File: config.mk
export PLATFORM = sky130hd
export DESIGN_NAME = sprite_rom_reader_flat
export DESIGN_NICKNAME = d
export VERILOG_FILES = /design/src/rtl/sprite_pkg.sv /design/src/rtl/sprite_rom_reader_if.sv /design/src/rtl/sprite_rom_reader.sv /design/src/flat_wrapper.sv
export SDC_FILE = /design/constraint.sdc
export NUM_CORES = 1
export LEC_CHECK = 0
export CORE_MARGIN = 1
export CORE_UTILIZATION = 46
export DETAILED_ROUTE_END_ITERATION = 10
export PLACE_DENSITY = 0.8
export SETUP_SLACK_MARGIN = 0.3
export SLEW_MARGIN = 20
export SYNTH_ARGS = -nofsm -noshare
export SYNTH_HDL_FRONTEND = slang
export SYNTH_SLANG_ARGS = --single-unit
File: constraint.sdc
create_clock -name clk -period 6.8 [get_ports clk]
set_input_delay 1.02 -clock clk [delete_from_list [all_inputs] [get_ports clk]]
set_output_delay 1.02 -clock clk [all_outputs]
set_load 0.02 [all_outputs]
File: src/rtl/sprite_pkg.sv
// Shared types and defaults for the sprite ROM fetch path.
// Latency: n/a (declarations only).
// Backpressure: n/a (declarations only).
//   Holds the RGB565 pixel type, the sprite geometry and key-colour defaults,
//   and the reader FSM state encoding.
package sprite_pkg;

  typedef logic [15:0] rgb565_t;

  localparam int SPR_W_DEF   = 90;
  localparam int SPR_H_DEF   = 90;
  localparam int ADDR_W_DEF  = 13;
  localparam int DATA_W_DEF  = 16;
  localparam int COORD_W_DEF = 11;

  localparam rgb565_t KEY_COLOR_DEF = 16'h0000;

  typedef enum logic [1:0] {
    IDLE = 2'd0,  // sprite disabled for this frame
    WAIT = 2'd1,  // raster above the sprite rows
    DRAW = 2'd2,  // raster inside the sprite rows
    DONE = 2'd3   // sprite finished (or abandoned) for this frame
  } spr_state_e;

endpackage

File: src/rtl/sprite_rom_reader_if.sv
// Bus bundle between raster source / ROM / mixer and the sprite ROM reader.
// Latency: n/a (wires only).
// Backpressure: none; the pixel stream and ROM are free-running.
//   slave  : the reader (consumes pixels + rom_data, drives rom_addr + output pixel)
//   master : the surrounding logic (timing generator, ROM, mixer)
interface sprite_rom_reader_if
  import sprite_pkg::*;
#(
  parameter int COORD_W = COORD_W_DEF,
  parameter int ADDR_W  = ADDR_W_DEF,
  parameter int DATA_W  = DATA_W_DEF
) ();

  logic               enable;
  logic               frame_start;
  logic [COORD_W-1:0] org_x;
  logic [COORD_W-1:0] org_y;
  logic               pix_valid;
  logic [COORD_W-1:0] pix_x;
  logic [COORD_W-1:0] pix_y;
  logic [ADDR_W-1:0]  rom_addr;
  logic [DATA_W-1:0]  rom_data;
  logic               out_valid;
  logic               out_hit;
  logic [DATA_W-1:0]  out_rgb;
  logic               seq_err;

  modport slave (
    input  enable, frame_start, org_x, org_y, pix_valid, pix_x, pix_y, rom_data,
    output rom_addr, out_valid, out_hit, out_rgb, seq_err
  );

  modport master (
    output enable, frame_start, org_x, org_y, pix_valid, pix_x, pix_y, rom_data,
    input  rom_addr, out_valid, out_hit, out_rgb, seq_err
  );

endinterface

File: src/rtl/sprite_rom_reader.sv
// Sprite ROM fetch engine: maps raster pixels onto a sprite ROM and realigns the returned colour.
// Latency: 3 cycles pix_valid -> out_valid, one pixel per cycle sustained.
// Backpressure: none; every input pixel produces exactly one output pixel.
//   Ports: clk, rst_n (async active-low); bus.slave carries frame control
//   (enable/frame_start/org_x/org_y), the pixel stream (pix_*), the ROM port
//   (rom_addr/rom_data) and the mixer output (out_valid/out_hit/out_rgb/seq_err).
module sprite_rom_reader
  import sprite_pkg::*;
#(
  parameter int                SPR_W     = SPR_W_DEF,
  parameter int                SPR_H     = SPR_H_DEF,
  parameter int                ADDR_W    = ADDR_W_DEF,
  parameter int                DATA_W    = DATA_W_DEF,
  parameter int                COORD_W   = COORD_W_DEF,
  parameter logic [DATA_W-1:0] KEY_COLOR = DATA_W'(KEY_COLOR_DEF)
) (
  input logic              clk,
  input logic              rst_n,
  sprite_rom_reader_if.slave bus
);

  localparam logic [COORD_W:0]   SPR_W_X = (COORD_W+1)'(SPR_W);
  localparam logic [COORD_W-1:0] SPR_H_C = COORD_W'(SPR_H);
  localparam logic [ADDR_W-1:0]  SPR_W_A = ADDR_W'(SPR_W);

  spr_state_e         state_q, state_d, state_b;
  logic [COORD_W-1:0] org_x_q, org_x_d;
  logic [COORD_W-1:0] org_y_q, org_y_d;
  logic [COORD_W-1:0] cur_y_q, cur_y_d, cur_y_b;
  logic               first_q, first_d, first_b;
  logic [ADDR_W-1:0]  row_base_q, row_base_d, row_base_b;
  logic               seq_err_q, seq_err_d;
  logic [ADDR_W-1:0]  rom_addr_q, rom_addr_d;
  logic               vld1_q, vld1_d, hit1_q, hit1_d;
  logic               vld2_q, vld2_d, hit2_q, hit2_d;
  logic               out_valid_q, out_valid_d;
  logic               out_hit_q, out_hit_d;
  logic [DATA_W-1:0]  out_rgb_q, out_rgb_d;

  logic               new_line;
  logic               col_hit;
  logic               in_spr0;
  logic [COORD_W-1:0] dy;

  always_comb begin
    // Frame context seen by this cycle's pixel: a frame_start takes effect
    // before the same-cycle pixel is classified.
    state_b    = state_q;
    org_x_d    = org_x_q;
    org_y_d    = org_y_q;
    cur_y_b    = cur_y_q;
    first_b    = first_q;
    row_base_b = row_base_q;
    seq_err_d  = seq_err_q;
    if (bus.frame_start) begin
      state_b    = bus.enable ? WAIT : IDLE;
      org_x_d    = bus.org_x;
      org_y_d    = bus.org_y;
      cur_y_b    = '0;
      first_b    = 1'b1;
      row_base_b = '0;
      seq_err_d  = 1'b0;
    end

    state_d    = state_b;
    cur_y_d    = cur_y_b;
    first_d    = first_b;
    row_base_d = row_base_b;

    // The first pixel of a frame always counts as a new line; otherwise a
    // sprite at org_y == 0 would never see its first row start after cur_y
    // has been cleared to 0.
    new_line = bus.pix_valid && (first_b || (bus.pix_y != cur_y_b));
    dy       = bus.pix_y - org_y_d;
    if (new_line) begin
      cur_y_d = bus.pix_y;
      first_d = 1'b0;
    end

    case (state_b)
      WAIT: begin
        if (new_line && (bus.pix_y == org_y_d)) begin
          state_d    = DRAW;
          row_base_d = '0;
        end
      end
      DRAW: begin
        if (new_line) begin
          if ((bus.pix_y == cur_y_b + COORD_W'(1)) && (dy < SPR_H_C)) begin
            row_base_d = row_base_b + SPR_W_A;
          end else if (dy == SPR_H_C) begin
            state_d = DONE;
          end else begin
            state_d   = DONE;
            seq_err_d = 1'b1;
          end
        end
      end
      default: ;
    endcase

    // One extra bit so org_x + SPR_W past the screen edge cannot wrap.
    col_hit = ({1'b0, bus.pix_x} >= {1'b0, org_x_d}) &&
              ({1'b0, bus.pix_x} <  ({1'b0, org_x_d} + SPR_W_X));
    in_spr0 = bus.pix_valid && (state_d == DRAW) && col_hit;

    // Hold the address on misses so the ROM input does not toggle needlessly.
    rom_addr_d = in_spr0 ? (row_base_d + ADDR_W'(bus.pix_x - org_x_d)) : rom_addr_q;

    // Valid/in-sprite travel alongside the ROM access regardless of FSM state.
    vld1_d      = bus.pix_valid;
    hit1_d      = in_spr0;
    vld2_d      = vld1_q;
    hit2_d      = hit1_q;
    out_valid_d = vld2_q;
    out_hit_d   = hit2_q && (bus.rom_data != KEY_COLOR);
    out_rgb_d   = out_hit_d ? bus.rom_data : '0;
  end

  always_ff @(posedge clk or negedge rst_n) begin
    if (!rst_n) begin
      state_q     <= IDLE;
      org_x_q     <= '0;
      org_y_q     <= '0;
      cur_y_q     <= '0;
      first_q     <= 1'b0;
      row_base_q  <= '0;
      seq_err_q   <= 1'b0;
      rom_addr_q  <= '0;
      vld1_q      <= 1'b0;
      hit1_q      <= 1'b0;
      vld2_q      <= 1'b0;
      hit2_q      <= 1'b0;
      out_valid_q <= 1'b0;
      out_hit_q   <= 1'b0;
      out_rgb_q   <= '0;
    end else begin
      state_q     <= state_d;
      org_x_q     <= org_x_d;
      org_y_q     <= org_y_d;
      cur_y_q     <= cur_y_d;
      first_q     <= first_d;
      row_base_q  <= row_base_d;
      seq_err_q   <= seq_err_d;
      rom_addr_q  <= rom_addr_d;
      vld1_q      <= vld1_d;
      hit1_q      <= hit1_d;
      vld2_q      <= vld2_d;
      hit2_q      <= hit2_d;
      out_valid_q <= out_valid_d;
      out_hit_q   <= out_hit_d;
      out_rgb_q   <= out_rgb_d;
    end
  end

  assign bus.rom_addr  = rom_addr_q;
  assign bus.out_valid = out_valid_q;
  assign bus.out_hit   = out_hit_q;
  assign bus.out_rgb   = out_rgb_q;
  assign bus.seq_err   = seq_err_q;

endmodule

File: src/flat_wrapper.sv
// flat-port wrapper written by rule: the top's interface ports become plain ports
module sprite_rom_reader_flat import sprite_pkg::*;
#(
  parameter int                SPR_W     = SPR_W_DEF,
  parameter int                SPR_H     = SPR_H_DEF,
  parameter int                ADDR_W    = ADDR_W_DEF,
  parameter int                DATA_W    = DATA_W_DEF,
  parameter int                COORD_W   = COORD_W_DEF,
  parameter logic [DATA_W-1:0] KEY_COLOR = DATA_W'(KEY_COLOR_DEF)
)
  (clk, rst_n, bus_enable, bus_frame_start, bus_org_x, bus_org_y, bus_pix_valid, bus_pix_x, bus_pix_y, bus_rom_data, bus_rom_addr, bus_out_valid, bus_out_hit, bus_out_rgb, bus_seq_err);
  sprite_rom_reader_if #(.COORD_W(COORD_W), .ADDR_W(ADDR_W), .DATA_W(DATA_W)) bus_i ();
  input logic clk;
  input logic rst_n;
  input wire logic [$bits(bus_i.enable)-1:0] bus_enable;
  input wire logic [$bits(bus_i.frame_start)-1:0] bus_frame_start;
  input wire logic [$bits(bus_i.org_x)-1:0] bus_org_x;
  input wire logic [$bits(bus_i.org_y)-1:0] bus_org_y;
  input wire logic [$bits(bus_i.pix_valid)-1:0] bus_pix_valid;
  input wire logic [$bits(bus_i.pix_x)-1:0] bus_pix_x;
  input wire logic [$bits(bus_i.pix_y)-1:0] bus_pix_y;
  input wire logic [$bits(bus_i.rom_data)-1:0] bus_rom_data;
  output wire logic [$bits(bus_i.rom_addr)-1:0] bus_rom_addr;
  output wire logic [$bits(bus_i.out_valid)-1:0] bus_out_valid;
  output wire logic [$bits(bus_i.out_hit)-1:0] bus_out_hit;
  output wire logic [$bits(bus_i.out_rgb)-1:0] bus_out_rgb;
  output wire logic [$bits(bus_i.seq_err)-1:0] bus_seq_err;
  assign bus_i.enable = bus_enable;
  assign bus_i.frame_start = bus_frame_start;
  assign bus_i.org_x = bus_org_x;
  assign bus_i.org_y = bus_org_y;
  assign bus_i.pix_valid = bus_pix_valid;
  assign bus_i.pix_x = bus_pix_x;
  assign bus_i.pix_y = bus_pix_y;
  assign bus_i.rom_data = bus_rom_data;
  assign bus_rom_addr = bus_i.rom_addr;
  assign bus_out_valid = bus_i.out_valid;
  assign bus_out_hit = bus_i.out_hit;
  assign bus_out_rgb = bus_i.out_rgb;
  assign bus_seq_err = bus_i.seq_err;
  sprite_rom_reader #(.SPR_W(SPR_W), .SPR_H(SPR_H), .ADDR_W(ADDR_W), .DATA_W(DATA_W), .COORD_W(COORD_W), .KEY_COLOR(KEY_COLOR)) u_core (.clk(clk), .rst_n(rst_n), .bus(bus_i));
endmodule
=== Word-level counts from Yosys, hierarchy flattened ===
Cells that the tools add are included.

* Flip-flop bits (word level): 85
* Latch bits: 0
* Bits in writable memories: 0
* ROM bits: 0
* Input port bits: 65
* Output and inout port bits: 32
* Word-level logic and storage cells: 63
* Memories kept: 0

* Add/sub/neg operators: 6
* Multipliers: 0
* Div/mod/pow operators: 0
* $lt $le $gt $ge: 3
* Equality and inequality tests: 7
* Shifts and indexed selects: 0
* Mux-type cells: 23
* Bitwise logic cells: 0
* Reduce and logical (&&, ||, !) cells: 9

{| class="wikitable"
|+ Operators with widths
! cell !! number
|-
| $mux 13 || 4
|-
| $mux 11 || 4
|-
| $pmux 13 s2 || 1
|-
| $eq 11x11->1 || 2
|-
| $mux 16 || 1
|-
| $reduce_bool 16->1 || 1
|-
| $add 13x13->13 || 1
|-
| $add 13x7->13 const B || 1
|-
| $add 11x7->12 const B || 1
|-
| $lt 11x12->1 || 1
|-
| $sub 11x11->12 || 1
|-
| $add 11x1->11 const B || 1
|-
| $eq 11x7->1 const B || 1
|-
| $ge 11x11->1 || 1
|-
| $lt 11x7->1 const B || 1
|-
| $ne 11x11->1 || 1
|-
| $sub 11x11->11 || 1
|-
| $mux 1 || 8
|-
| $mux 2 || 4
|-
| $logic_and 1x1->1 || 7
|-
| $eq 2x2->1 const B || 2
|-
| $pmux 2 s2 || 1
|-
| $eq 2x1->1 const B || 1
|-
| $logic_or 1x1->1 || 1
|}

=== Longest topological paths before layout ===
Gate-level depths: netlist of run 1.

* Depth after elaboration: 10
* Gate-level depth with buffers: 33
* Mapped depth without buffers: 25

=== Worst setup path after synthesis of run 1 ===
No wires, ideal clock.

* Path type: input port to flip-flop
* From: input bus_frame_start
* To: register u_core.rom_addr_q[12], in the netlist u_core.bus.rom_addr[12]
* Library setup time: 127 ps
* Arrival: 7375 ps
* Data required time: 6673 ps
* Slack: -702 ps
* Stages on the path: 32
* Path buffers: 8
* Cell sequence: buf_6 > buf_6 > buf_2 > buf_2 > buf_2 > clkbuf_1 > buf_1 > mux2_2 > ha_1 > inv_1 > fa_1 > nand3_1 > a21oi_1 > o2111a_1 > a211oi_1 > nand4b_1 > nor4_4 > and2_1 > buf_4 > mux2_2 > a22o_1 > fa_1 > a21oi_1 > o21ai_0 > nor4_1 > o31ai_1 > o21ai_0 > nand2b_1 > a21oi_1 > xor2_1 > xnor2_1 > mux2_1

* Elaborated cells on any way between the ends: 36
* Classes of those cells: 6 x add/sub; 3 x order compare; 6 x eq/ne; 14 x mux; 7 x reduce/logical

{| class="wikitable"
|+ RTL lines
! element !! line !! source
|-
| start, declared || flat_wrapper.sv:16 || <nowiki>input wire logic [$bits(bus_i.frame_start)-1:0] bus_frame_start;</nowiki>
|-
| $mux 11 * || sprite_rom_reader.sv:55 || <nowiki>if (bus.frame_start) begin</nowiki>
|-
| net u_core.org_y_d[0] || sprite_rom_reader.sv:28 || <nowiki>logic [COORD_W-1:0] org_y_q, org_y_d;</nowiki>
|-
| $sub 11x11->11 || sprite_rom_reader.sv:74 || <nowiki>dy = bus.pix_y - org_y_d;</nowiki>
|-
| $lt 11x7->1 || sprite_rom_reader.sv:89 || <nowiki>if ((bus.pix_y == cur_y_b + COORD_W'(1)) && (dy < SPR_H_C)) begin</nowiki>
|-
| $logic_and 1x1->1 || sprite_rom_reader.sv:89 ||
|-
| $mux 13 || sprite_rom_reader.sv:89 ||
|-
| $mux 13 || sprite_rom_reader.sv:88 || <nowiki>if (new_line) begin</nowiki>
|-
| $pmux 13 s2 * || sprite_rom_reader.sv:80 || <nowiki>case (state_b)</nowiki>
|-
| net u_core.row_base_d[1] || sprite_rom_reader.sv:31 || <nowiki>logic [ADDR_W-1:0] row_base_q, row_base_d, row_base_b;</nowiki>
|-
| $add 13x13->13 * || sprite_rom_reader.sv:108 || <nowiki>rom_addr_d = in_spr0 ? (row_base_d + ADDR_W'(bus.pix_x - org_x_d)) : rom_addr_q;</nowiki>
|-
| end signal, assigned || sprite_rom_reader.sv:145 || <nowiki>rom_addr_q <= rom_addr_d;</nowiki>
|-
| end, declared || sprite_rom_reader.sv:33 || <nowiki>logic [ADDR_W-1:0] rom_addr_q, rom_addr_d;</nowiki>
|}

The timed path passes the listed nets; every way through them passes the cells marked *.
A chain may end at the register's enable or synchronous reset.

=== Final worst setup path of run 1 ===
* From: input bus_pix_y[4]
* To: register u_core.rom_addr_q[11], in the netlist u_core.bus.rom_addr[11]

* Elaborated cells on any way between the ends: 21
* Classes of those cells: 2 x add/sub; 1 x order compare; 4 x eq/ne; 8 x mux; 6 x reduce/logical

{| class="wikitable"
|+ RTL lines
! element !! line !! source
|-
| start, declared || flat_wrapper.sv:21 || <nowiki>input wire logic [$bits(bus_i.pix_y)-1:0] bus_pix_y;</nowiki>
|-
| $sub 11x11->11 / $ne 11x11->1 (equally long branches) || sprite_rom_reader.sv:74, sprite_rom_reader.sv:73 ||
|-
| $lt 11x7->1 / $logic_or 1x1->1 (equally long branches) || sprite_rom_reader.sv:89, sprite_rom_reader.sv:73 ||
|-
| $logic_and 1x1->1, on equally long branches || sprite_rom_reader.sv:89, sprite_rom_reader.sv:73 ||
|-
| $mux 13 / $logic_and 1x1->1 (equally long branches) || sprite_rom_reader.sv:89, sprite_rom_reader.sv:82 ||
|-
| $mux 13, on equally long branches || sprite_rom_reader.sv:88, sprite_rom_reader.sv:82 ||
|-
| $pmux 13 s2 * || sprite_rom_reader.sv:80 ||
|-
| net u_core.row_base_d[1] || sprite_rom_reader.sv:31 ||
|-
| $add 13x13->13 * || sprite_rom_reader.sv:108 ||
|}

Marks and branches as above.

==> summary.md, run 1 <==
| Metric | Value |
|---|---|
| Primary FF master, synth | dfrtp_1 |
| Vias per cell | roughly 5.6 |
| H-tree level count | 3 |
| Nets | between 800 and 900 |
| CTS tree | yes |
| Outcome | complete, no violations |
| Final setup vio count | 0 |
| Worst skew pair latency | 350 ps |
| Core Region | 12880 µm² |
| RSZ-0062 raised after global routing | no |
| Multiplexer share of the synthesized area | 0.09524 |
| First-pass GRT wire length | between 20000 and 30000 µm |
| Maximum VDD drop | 0.1581 mV |
| Area contributors post-synth | dfrtp_1 (34%), ha_1 (9.7%), xnor2_1 (5.7%) |
| Complex-gate fraction of the synthesized area | 0.1372 |
| Total Wirelength | approximately 15000 µm |
| Synthesis Warnings | 0 |
| Final worst path period share | 0.9053 |
| Largest family of logic cells by synthesized area | simple AND/OR/NAND/NOR gates |
| Largest net degree at the start of global routing | 57 |
| CTS max path bufs | 2 |
| LEAKAGE | 3.421 nW |
| Chip height | 117.9 µm |
| P per Cell Area | 192.8 nW/µm² |
| All-Layer GR Usage | 0.2303 |
| Clk pin slew, worst setup/hold paths | 60 ps |
| Iter 0 DRT Violations | 346 |
| Finished Core Util | 0.5970 |
| Max-slew violations | 0 |
| I/O Pins | 97 |
| Crit path arrival time | around 6400 ps |
| Post-Syn Area | a little over 6000 µm² |
| Cell Chain, Critical Path | clkdlybuf4s50_1 > ha_2 > a21oi_1 > o21ai_0 > a41oi_2 > mux2_2 > xnor2_1 > nor4_4 > and2_4 > mux2_4 > a22o_1 > ha_1 > a21o_1 > a21oi_2 > nor2_1 > o21a_1 > o31a_1 > a41o_1 > nor4_1 > nor3_1 > xor2_1 > mux2_4 |
| Port Buf Inserts | 96 |
| Worst min path class | reg -> reg |
| Final min period | 6156 ps |
| Initial Util | 0.4795 |
| Crit Path Category | in -> reg |
| CTS buffer count | 9 |
| Synth top area share | 0.3445 |
| ANT nets after route | 0 |
| Worst setup startpoint | bus_pix_y[4] |
| Area leader, netlist | dfrtp_1 |
| Cell with the largest stage delay on the worst path | clkdlybuf4s50_1 |
| Slew margin rel. | 0.5096 |
| Startpoint Class | primary input |
| Number of synthesized flops with an enable pin | 0 |
| Area share of fa/ha/maj cells after synthesis | 0.1102 |
| Final clock skew | 11.15 ps |
| Tightest Pin Transition | 726.0 ps |
| Synth Area in XOR/XNOR | 0.07639 |
| Worst hold start | u_core.hit1_q |
| Vias in the first global route | 5409 |
| Reg2reg start | u_core.cur_y_q[0] |
| Max-cap viol count | 0 |
| Layout cells sized above 1 | 0.1025 |
| Routed len/inst | 16.47 µm |
| Initial antenna violation count | 0 |
| Endpoint class of the critical path | flop |
| CP max stage delay | 620 ps |
| Rows | 41 |
| Setup TNS Final | 0 ps |
| Crit-path max FO | 12 |
| Post-Syn Area per Cell | approximately 9.5 µm² |
| Root Buffer | clkbuf_16 |
| Flop and latch count out of synthesis | 85 |
| Post-synthesis simple-gate area fraction | 0.1903 |
| Crit-path most repeated cell | mux2_4 |
| Most frequent cell after synthesis | dfrtp_1 |
| Asr flop ratio synth | 1.000 |
| Gp weighted congestion | ~0.9 |
| Fmax | 162.4 MHz |
| Final Hold Vio Count | 0 |
| Required @ worst endpoint | 7030 ps |
| Die width | approximately 120 µm |
| Seq/Total Area, Yosys | 0.3445 |
| Die area | 13890 µm² |
| Pre-antenna DRT Iters | 5 |
| Post-synth cell types | 70 |
| Residual DRC | 0 |
| Vias | 5201 |
| Instance count of the mapped netlist | 650 |
| Top cells by count, synth | dfrtp_1 (85), nor2_1 (49), ha_1 (48), inv_1 (48), xnor2_1 (40) |
| Layout area overhead | 24.50% |
| Diodes inserted | 0 |
| Congestion Overflow GR | 0 |
| Mapped Nets | about 770 |
| Num Clock Sinks | 85 |
| Post-DP HPWL | 11510 µm |
[repair_timing]
| action | 4_1_cts | 5_1_grt |
|---|---|---|
| endpoints found under the hold margin | 0 | 0 |
| gates resized for setup | 0 | 7 |
| hold buffers | 0 | 0 |
| endpoints found under the setup margin | 0 | 2 |
| setup buffers | 0 | 0 |
[cell type report]
cell class | count | area, µm²
Clock buffer | 11 | 242.7
Clock inverter | 5 | 50.05
Fill cell | 1089 | 5189
Inverter | 48 | 180.2
Multi-Input combinational cell | 498 | 3852
Sequential cell | 85 | 2127
Tap cell | 172 | 215.2
Timing Repair Buffer | 104 | 1020
[layer usage]
layer	share of wire	up-vias	global-route usage
met4	0.024	0	0.09135
li1	-	2510	-
met5	0	-	0
met3	0.046	32	0.04457
met2	0.52	147	0.4176
met1	0.41	2512	0.2642
[critical path: cells and delay by family]
family | cells | cell delay (ps)
AND/OR/NAND/NOR | 5 | 940
XOR/XNOR | 2 | 320
multiplexers | 3 | 930
adder cells (fa/ha/maj) | 2 | 690
AO/OA/AOI/OAI | 9 | 1840
buffers and inverters | 1 | 620
[where the power goes]
part | switching, mW | total [mW] | leakage (nW) | internal (mW)
logic | 0.247 | 0.449 | 2.16 | 0.202
clock network | 0.202 | 0.494 | 0.149 | 0.292
registers | 0.0124 | 0.538 | 1.11 | 0.526
total | 0.461 | 1.48 | 3.42 | 1.02
[layout by cell type, fill, tap and decap left out, drive strengths merged, types with 7 or more instances in the layout]
| master | instances |
|---|---|
| xnor2 | 40 |
| xor2 | 13 |
| nand2b | 10 |
| buf | 9 |
| mux2i | 26 |
| inv | 48 |
| nand3 | 19 |
| nand2 | 29 |
| clkbuf | 12 |
| nor4 | 11 |
| nand4 | 9 |
| nor2 | 49 |
| dfrtp | 85 |
| nor2b | 23 |
| nand4b | 7 |
| nor3 | 19 |
| ha | 48 |
| clkdlybuf4s50 | 94 |
| mux2 | 28 |
| o21ai | 32 |
| a21oi | 34 |
| and2 | 18 |
| a21o | 8 |
[flip-flops by register name, summed over array words and instances, names as in the netlist]
signal,cells
u_core.bus.rom_addr,13
u_core.first_q,1
u_core.vld1_q,1
u_core.bus.out_hit,1
u_core.hit1_q,1
u_core.cur_y_q,11
u_core.bus.out_rgb,16
u_core.bus.out_valid,1
u_core.hit2_q,1
u_core.bus.seq_err,1
u_core.out_valid_d,1
u_core.org_x_q,11
u_core.state_q,2
u_core.row_base_q,13
u_core.org_y_q,11
[worst paths after layout]
kind	to	slack, ps	cells past startpoint
hold reg to reg	u_core.hit2_q	350	0
max in group asynchronous	u_core.bus.out_rgb[3]	5140	2
hold / removal	u_core.hit2_q	350	0
setup / recovery	u_core.bus.rom_addr[11]	640	22
setup reg to reg	u_core.bus.rom_addr[11]	1230	22
min in group asynchronous	u_core.cur_y_q[6]	590	1
[metrics by stage]
stage	total power [mW]	cell area, µm²	worst slack (ps)	std cells	hold slack, ps
finish	1.482	7687	643.9	923	350.4
global placement	0.9697	7375	319.4	907	333.5
detailed placement	0.9893	7375	214.8	907	343.5
global route	1.567	7687	317.5	923	361.1
CTS	1.496	7667	552.2	923	357.3
floorplan	0.8608	6314	122.1	650	331.2
[cells by family after synthesis]
group / count (synthesis)
DFF: 85
xor gates and xnor gates: 53
adders and majority gates: 52
buffers and inverters: 67
muxes: 54
AOI/OAI and AO/OA: 127
and+or+nand+nor: 212
No activity file was read; power rests on OpenSTA's default activity.
==> run 2: changes to the inputs <==
--- a/config.mk
+++ b/config.mk
@@ -5,10 +5,12 @@
 export SDC_FILE = /design/constraint.sdc
 export NUM_CORES = 1
 export LEC_CHECK = 0
+export CELL_PAD_IN_SITES_DETAIL_PLACEMENT = 1
+export CELL_PAD_IN_SITES_GLOBAL_PLACEMENT = 1
 export CORE_MARGIN = 1
-export CORE_UTILIZATION = 46
+export CORE_UTILIZATION = 45
 export DETAILED_ROUTE_END_ITERATION = 10
-export PLACE_DENSITY = 0.8
+export PLACE_DENSITY = 0.95
 export SETUP_SLACK_MARGIN = 0.3
 export SLEW_MARGIN = 20
 export SYNTH_ARGS = -nofsm -noshare
==> constraint.sdc (replaced) <==
create_clock -name clk -period 7.23 [get_ports clk]
set_input_delay 1.0845 -clock clk [delete_from_list [all_inputs] [get_ports clk]]
set_output_delay 1.0845 -clock clk [all_outputs]
set_load 0.02 [all_outputs]
==> summary.md, run 2 (synthesized netlist as in run 1, its figures left out) <==
| Metric | Value |
|---|---|
| ANT nets after route | 0 |
| DP Area | 7305 µm² |
| Vias in the first global route | 5815 |
| Final clock skew | approximately 6.5 ps |
| Crit Path Category | in -> reg |
| Endpoint class of the critical path | flop |
| Required @ worst endpoint | approximately 7500 ps |
| Net Sw Frac | 0.3084 |
| Slew margin rel. | 0.4296 |
| CTS max path bufs | 2 |
| Area of the multi-input gates | 3792 µm² |
| Residual DRC | 0 |
| Die width | 119.1 µm |
| Largest net degree at the start of global routing | 65 |
| Vias | 5333 |
| Final Hold Vio Count | 0 |
| Clk pin slew, worst setup/hold paths | 60 ps |
| Vias per cell | 5.772 |
| R2R setup slack | 1460 ps |
| I/O Pins | 97 |
| Worst path bufs/invs | 2 |
| Max-slew violations | 0 |
| Gp weighted congestion | 0.9066 |
| Fillers | about 1.5k |
| Core Region | 13300 µm² |
| Initial Util | 0.4644 |
| Pre-antenna DRT Iters | 4 |
| CTS tree | yes |
| Maximum VDD drop | 0.1284 mV |
| Congestion Overflow GR | 0 |
| All-Layer GR Usage | 0.2653 |
| Final worst path period share | 0.9072 |
| Num Clock Sinks | 85 |
| Commonest non-fill, non-tap cells in the layout | clkdlybuf4s50_1 (94), dfrtp_1 (85), nor2_1 (49) |
| Clock share of power | 0.382 |
| Total Wirelength | between 15000 and 20000 µm |
| Startpoint Class | primary input |
| First-pass GRT wire length | 29380 µm |
| Worst min path class | reg -> reg |
| Root Buffer | clkbuf_16 |
| Net switching power | 0.4695 mW |
| Worst skew pair latency | 360 ps |
| Post-CTS Hold Buffers | 0 |
| Tightest Pin Transition | 855.6 ps |
| Cell Chain, Critical Path | clkbuf_4 > buf_4 > nor2b_1 > ha_1 > nand2_1 > nor4_4 > a31oi_1 > nor4_1 > nand4_1 > nor4_4 > and2_4 > mux2_2 > a22o_1 > fa_2 > a21oi_2 > o21ai_1 > nor4_2 > o31ai_1 > o21ai_0 > nand2b_1 > a21oi_1 > xor2_1 > xnor2_1 > mux2_1 |
| Iter 0 DRT Violations | between 200 and 250 |
| Die area | 14190 µm² |
| Final min period | 6559 ps |
| RSZ-0062 raised after global routing | no |
| Chip height | 119.1 µm |
| Post-route cell area | approximately 7700 µm² |
| Layout area overhead | 24.34% |
| P per Cell Area | 198.3 nW/µm² |
| # placed instances | 908 |
| Register area | around 2100 µm² |
| Diodes inserted | 0 |
| Crit path arrival time | 6800 ps |
| LEAKAGE | 3.422 nW |
| Cell with the largest stage delay on the worst path | fa_2 |
| Hold Slack | ~350 ps |
| Commonest non-fill, non-tap cell in the layout | clkdlybuf4s50_1 |
| Rows | 42 |
| Top delay family on crit path | simple AND/OR/NAND/NOR gates |
| Port Buf Inserts | 96 |
| Final setup vio count | 0 |
| Outcome | complete, no violations |
| Largest register FFs | 16 |
| CTS buffer count | 9 |
| Crit-path max FO | 35 |
| Max-cap viol count | 0 |
| Layout cells sized above 1 | 0.08422 |
| Nets | 860 |
| Post-Layout Cell Count | 924 |
| H-tree level count | 3 |
| Post-DP HPWL | 13480 µm |
| Gate power share | 0.285 |
| CP max stage delay | 400 ps |
| Routed len/inst | 19.47 µm |
| Initial antenna violation count | 0 |
| Setup TNS Final | 0 ps |
| Crit-path most repeated cell | nor4_4 |
| Reg power frac | 0.333 |
| Fmax | 152.5 MHz |
| P_int | roughly 1.1 mW |
run 2: routing by layer:
metal	GRT usage	share of wire
met1	0.2916	0.40
met2	0.4931	0.54
met5	0	0
met4	0.1329	0.037
met3	0.03879	0.027
run 2: cell type report:
class / instances / area share
well taps: 176 / 0.02868
flip-flops and latches: 85 / 0.2771
repair buffers: 101 / 0.1294
multi-input cells: 498 / 0.4940
clock inverters: 6 / 0.01760
inverters: 48 / 0.02347
clock buffers: 10 / 0.02982
run 2: timing repair:
| item | 4_1_cts | 5_1_grt |
|---|---|---|
| endpoints found under the setup margin | 0 | 1 |
| gates resized for setup | 0 | 2 |
| buffers inserted | 0 | 0 |
run 2: per-stage QoR:
step / total power [mW] / util / setup slack (ps)
floorplan: 0.8012 / - / 313.6
global placement: 0.9080 / 0.5494 / 523.2
detailed placement: 0.9359 / 0.5494 / 243.5
CTS: 1.530 / 0.5768 / 426.3
global route: 1.588 / 0.5775 / 347.9
finish: 1.522 / 0.5775 / 671.1
run 2: final timing paths:
path,from,endpoint,cells after the start
worst max-delay path,bus_frame_start,u_core.bus.rom_addr[12],24
min in group asynchronous,rst_n,u_core.cur_y_q[7],1
worst min-delay path,u_core.out_valid_d,u_core.bus.out_valid,0
worst min register to register,u_core.out_valid_d,u_core.bus.out_valid,0
max in group asynchronous,rst_n,u_core.out_valid_d,2
worst max register to register,u_core.cur_y_q[0],u_core.bus.rom_addr[12],22
run 2: power by group through the flow:
stage,registers [mW],logic (mW),clock network (mW)
after floorplan,0.512,0.289,0
after global placement,0.514,0.394,0
after detailed placement,0.515,0.421,0
after CTS,0.506,0.432,0.591
after global routing,0.508,0.475,0.606
final,0.506,0.434,0.582
==> run 3: changes to the inputs <==
--- a/config.mk
+++ b/config.mk
@@ -7,10 +7,10 @@
 export LEC_CHECK = 0
 export CELL_PAD_IN_SITES_DETAIL_PLACEMENT = 1
 export CELL_PAD_IN_SITES_GLOBAL_PLACEMENT = 1
-export CORE_MARGIN = 1
+export CORE_MARGIN = 2
 export CORE_UTILIZATION = 45
 export DETAILED_ROUTE_END_ITERATION = 10
-export PLACE_DENSITY = 0.95
+export PLACE_DENSITY_LB_ADDON = 0.1
 export SETUP_SLACK_MARGIN = 0.3
 export SLEW_MARGIN = 20
 export SYNTH_ARGS = -nofsm -noshare
==> constraint.sdc (replaced) <==
create_clock -name clk -period 8.06 [get_ports clk]
set_input_delay 1.209 -clock clk [delete_from_list [all_inputs] [get_ports clk]]
set_output_delay 1.209 -clock clk [all_outputs]
set_load 0.02 [all_outputs]
==> summary.md, run 3 (synthesized netlist as in run 1, its figures left out) <==
| Metric | Value |
|---|---|
| CTS buffer count | 9 |
| CTS max path bufs | 2 |
| Endpoint class of the critical path | flop |
| First-pass GRT wire length | around 28000 µm |
| Diodes inserted | 0 |
| Vias | 5144 |
| Congestion Overflow GR | 0 |
| Layout cells sized above 1 | 0.07363 |
| Layout area overhead | 23.49% |
| Port Buf Inserts | 96 |
| Gp weighted congestion | between 0.8 and 0.9 |
| Total Wirelength | about 17000 µm |
| Routed len/inst | between 15 and 20 µm |
| Outcome | complete, no violations |
| CP max stage delay | 440 ps |
| Iter 0 DRT Violations | 278 |
| Root Buffer | clkbuf_16 |
| Die area | between 10000 and 15000 µm² |
| Final worst path period share | 0.8627 |
| Maximum VDD drop | 0.1428 mV |
| Rows | 42 |
| RSZ-0062 raised after global routing | no |
| Clk pin slew, worst setup/hold paths | ~60 ps |
| H-tree level count | 3 |
| Startpoint Class | primary input |
| CTS tree | yes |
| Num Clock Sinks | 85 |
| Area of the multi-input gates | 3762 µm² |
| Fmax | between 100 and 150 MHz |
| Pre-antenna DRT Iters | 4 |
| Register area | 2127 µm² |
| Max-cap viol count | 0 |
| I/O Pins | 97 |
| Dpl ws | 856.3 ps |
| Max-slew violations | 0 |
| Final clock skew | 4.266 ps |
| Nets | 859 |
| ANT nets after route | 0 |
| Crit Path Category | in -> reg |
| Residual DRC | 0 |
| Crit-path max FO | 32 |
| Top delay family on crit path | simple AND/OR/NAND/NOR gates |
| Final setup vio count | 0 |
| Initial Util | 0.4626 |
| Commonest non-fill, non-tap cell in the layout | clkdlybuf4s50_1 |
| Core Region | 13350 µm² |
| Largest register FFs | 16 |
| Worst min path class | reg -> reg |
| Final min period | 6954 ps |
| Commonest non-fill, non-tap cells in the layout | clkdlybuf4s50_1 (94), dfrtp_1 (85), nor2_1 (49) |
| Die width | 121.1 µm |
| Largest net degree at the start of global routing | 86 |
| LEAKAGE | 3.409 nW |
| Post-CTS setup buffer count | 0 |
| Initial antenna violation count | 0 |
| Fillers | between 1.5k and 2k |
| Final Hold Vio Count | 0 |
| P per Cell Area | 172.9 nW/µm² |
| Worst skew pair latency | approximately 350 ps |
| All-Layer GR Usage | 0.2425 |
| Worst path bufs/invs | 3 |
| Crit path arrival time | 7180 ps |
| PostCTS Resize Cnt | 0 |
| Vias per cell | 5.573 |
| Vias in the first global route | 5646 |
| Tightest Pin Transition | 800.7 ps |
| Final WS setup | about 1100 ps |
| Cell with the largest stage delay on the worst path | fa_1 |
| Setup TNS Final | 0 ps |
| Required @ worst endpoint | 8290 ps |
| Post-CTS Hold Buffers | 0 |
| Slew margin rel. | 0.4662 |
| Post-DP HPWL | 12500 µm |
| Chip height | 121.1 µm |
-- run 3: stage by stage --
step                      utilization  instances  hold WS (ps)  cell area, µm²  power [mW]
after floorplan                     -        650         331.2            6175      0.7142
after global placement         0.5449        907         334.3            7273      0.8161
after detailed placement       0.5449        907         337.9            7273      0.8323
after CTS                      0.5710        923         354.3            7621       1.333
after global routing           0.5712        923         355.2            7625       1.391
final                          0.5712        923         353.8            7625       1.318
-- run 3: area by class of cell --
class,count,area share
well taps,176,0.02888
inverters,48,0.02363
clock inverters,7,0.01608
multi-input cells,498,0.4934
clock buffers,9,0.02954
flip-flops and latches,85,0.2790
repair buffers,100,0.1295
-- run 3: where the power goes --
| group | internal (mW) | switching (mW) |
|---|---|---|
| Combinational | 0.164 | 0.212 |
| Clock | 0.304 | 0.184 |
| Sequential | 0.444 | 0.0104 |
-- run 3: worst paths after layout --
check / startpoint / end / slack [ps] / depth (start not counted)
setup / recovery: bus_frame_start / u_core.bus.rom_addr[12] / 1110 / 25
hold / removal: u_core.hit1_q / u_core.hit2_q / 350 / 0
setup reg to reg: u_core.cur_y_q[0] / u_core.bus.rom_addr[12] / 2120 / 23
hold reg to reg: u_core.hit1_q / u_core.hit2_q / 350 / 0
max in group asynchronous: rst_n / u_core.row_base_q[7] / 6590 / 1
min in group asynchronous: rst_n / u_core.cur_y_q[7] / 890 / 1
-- run 3: metal layers --
| layer | global-route usage | vias to the layer above | wire, µm |
|---|---|---|---|
| li1 | - | 2492 | - |
| met1 | 0.2781 | 2558 | 7039 |
| met2 | 0.4508 | 80 | 8943 |
| met3 | 0.04840 | 14 | 519 |
| met4 | 0.07471 | 0 | 281 |
| met5 | 0 | - | 0 |
-- run 3: worst reg2reg max path, delay by kind of cell, from the launching register on --
family                   cells  cell delay [ps]
AO/OA/AOI/OAI                7             1310
XOR/XNOR                     2              290
adder cells (fa/ha/maj)      2              700
buffers and inverters        1              180
flip-flops                   1              420
multiplexers                 2              660
AND/OR/NAND/NOR              9             2260
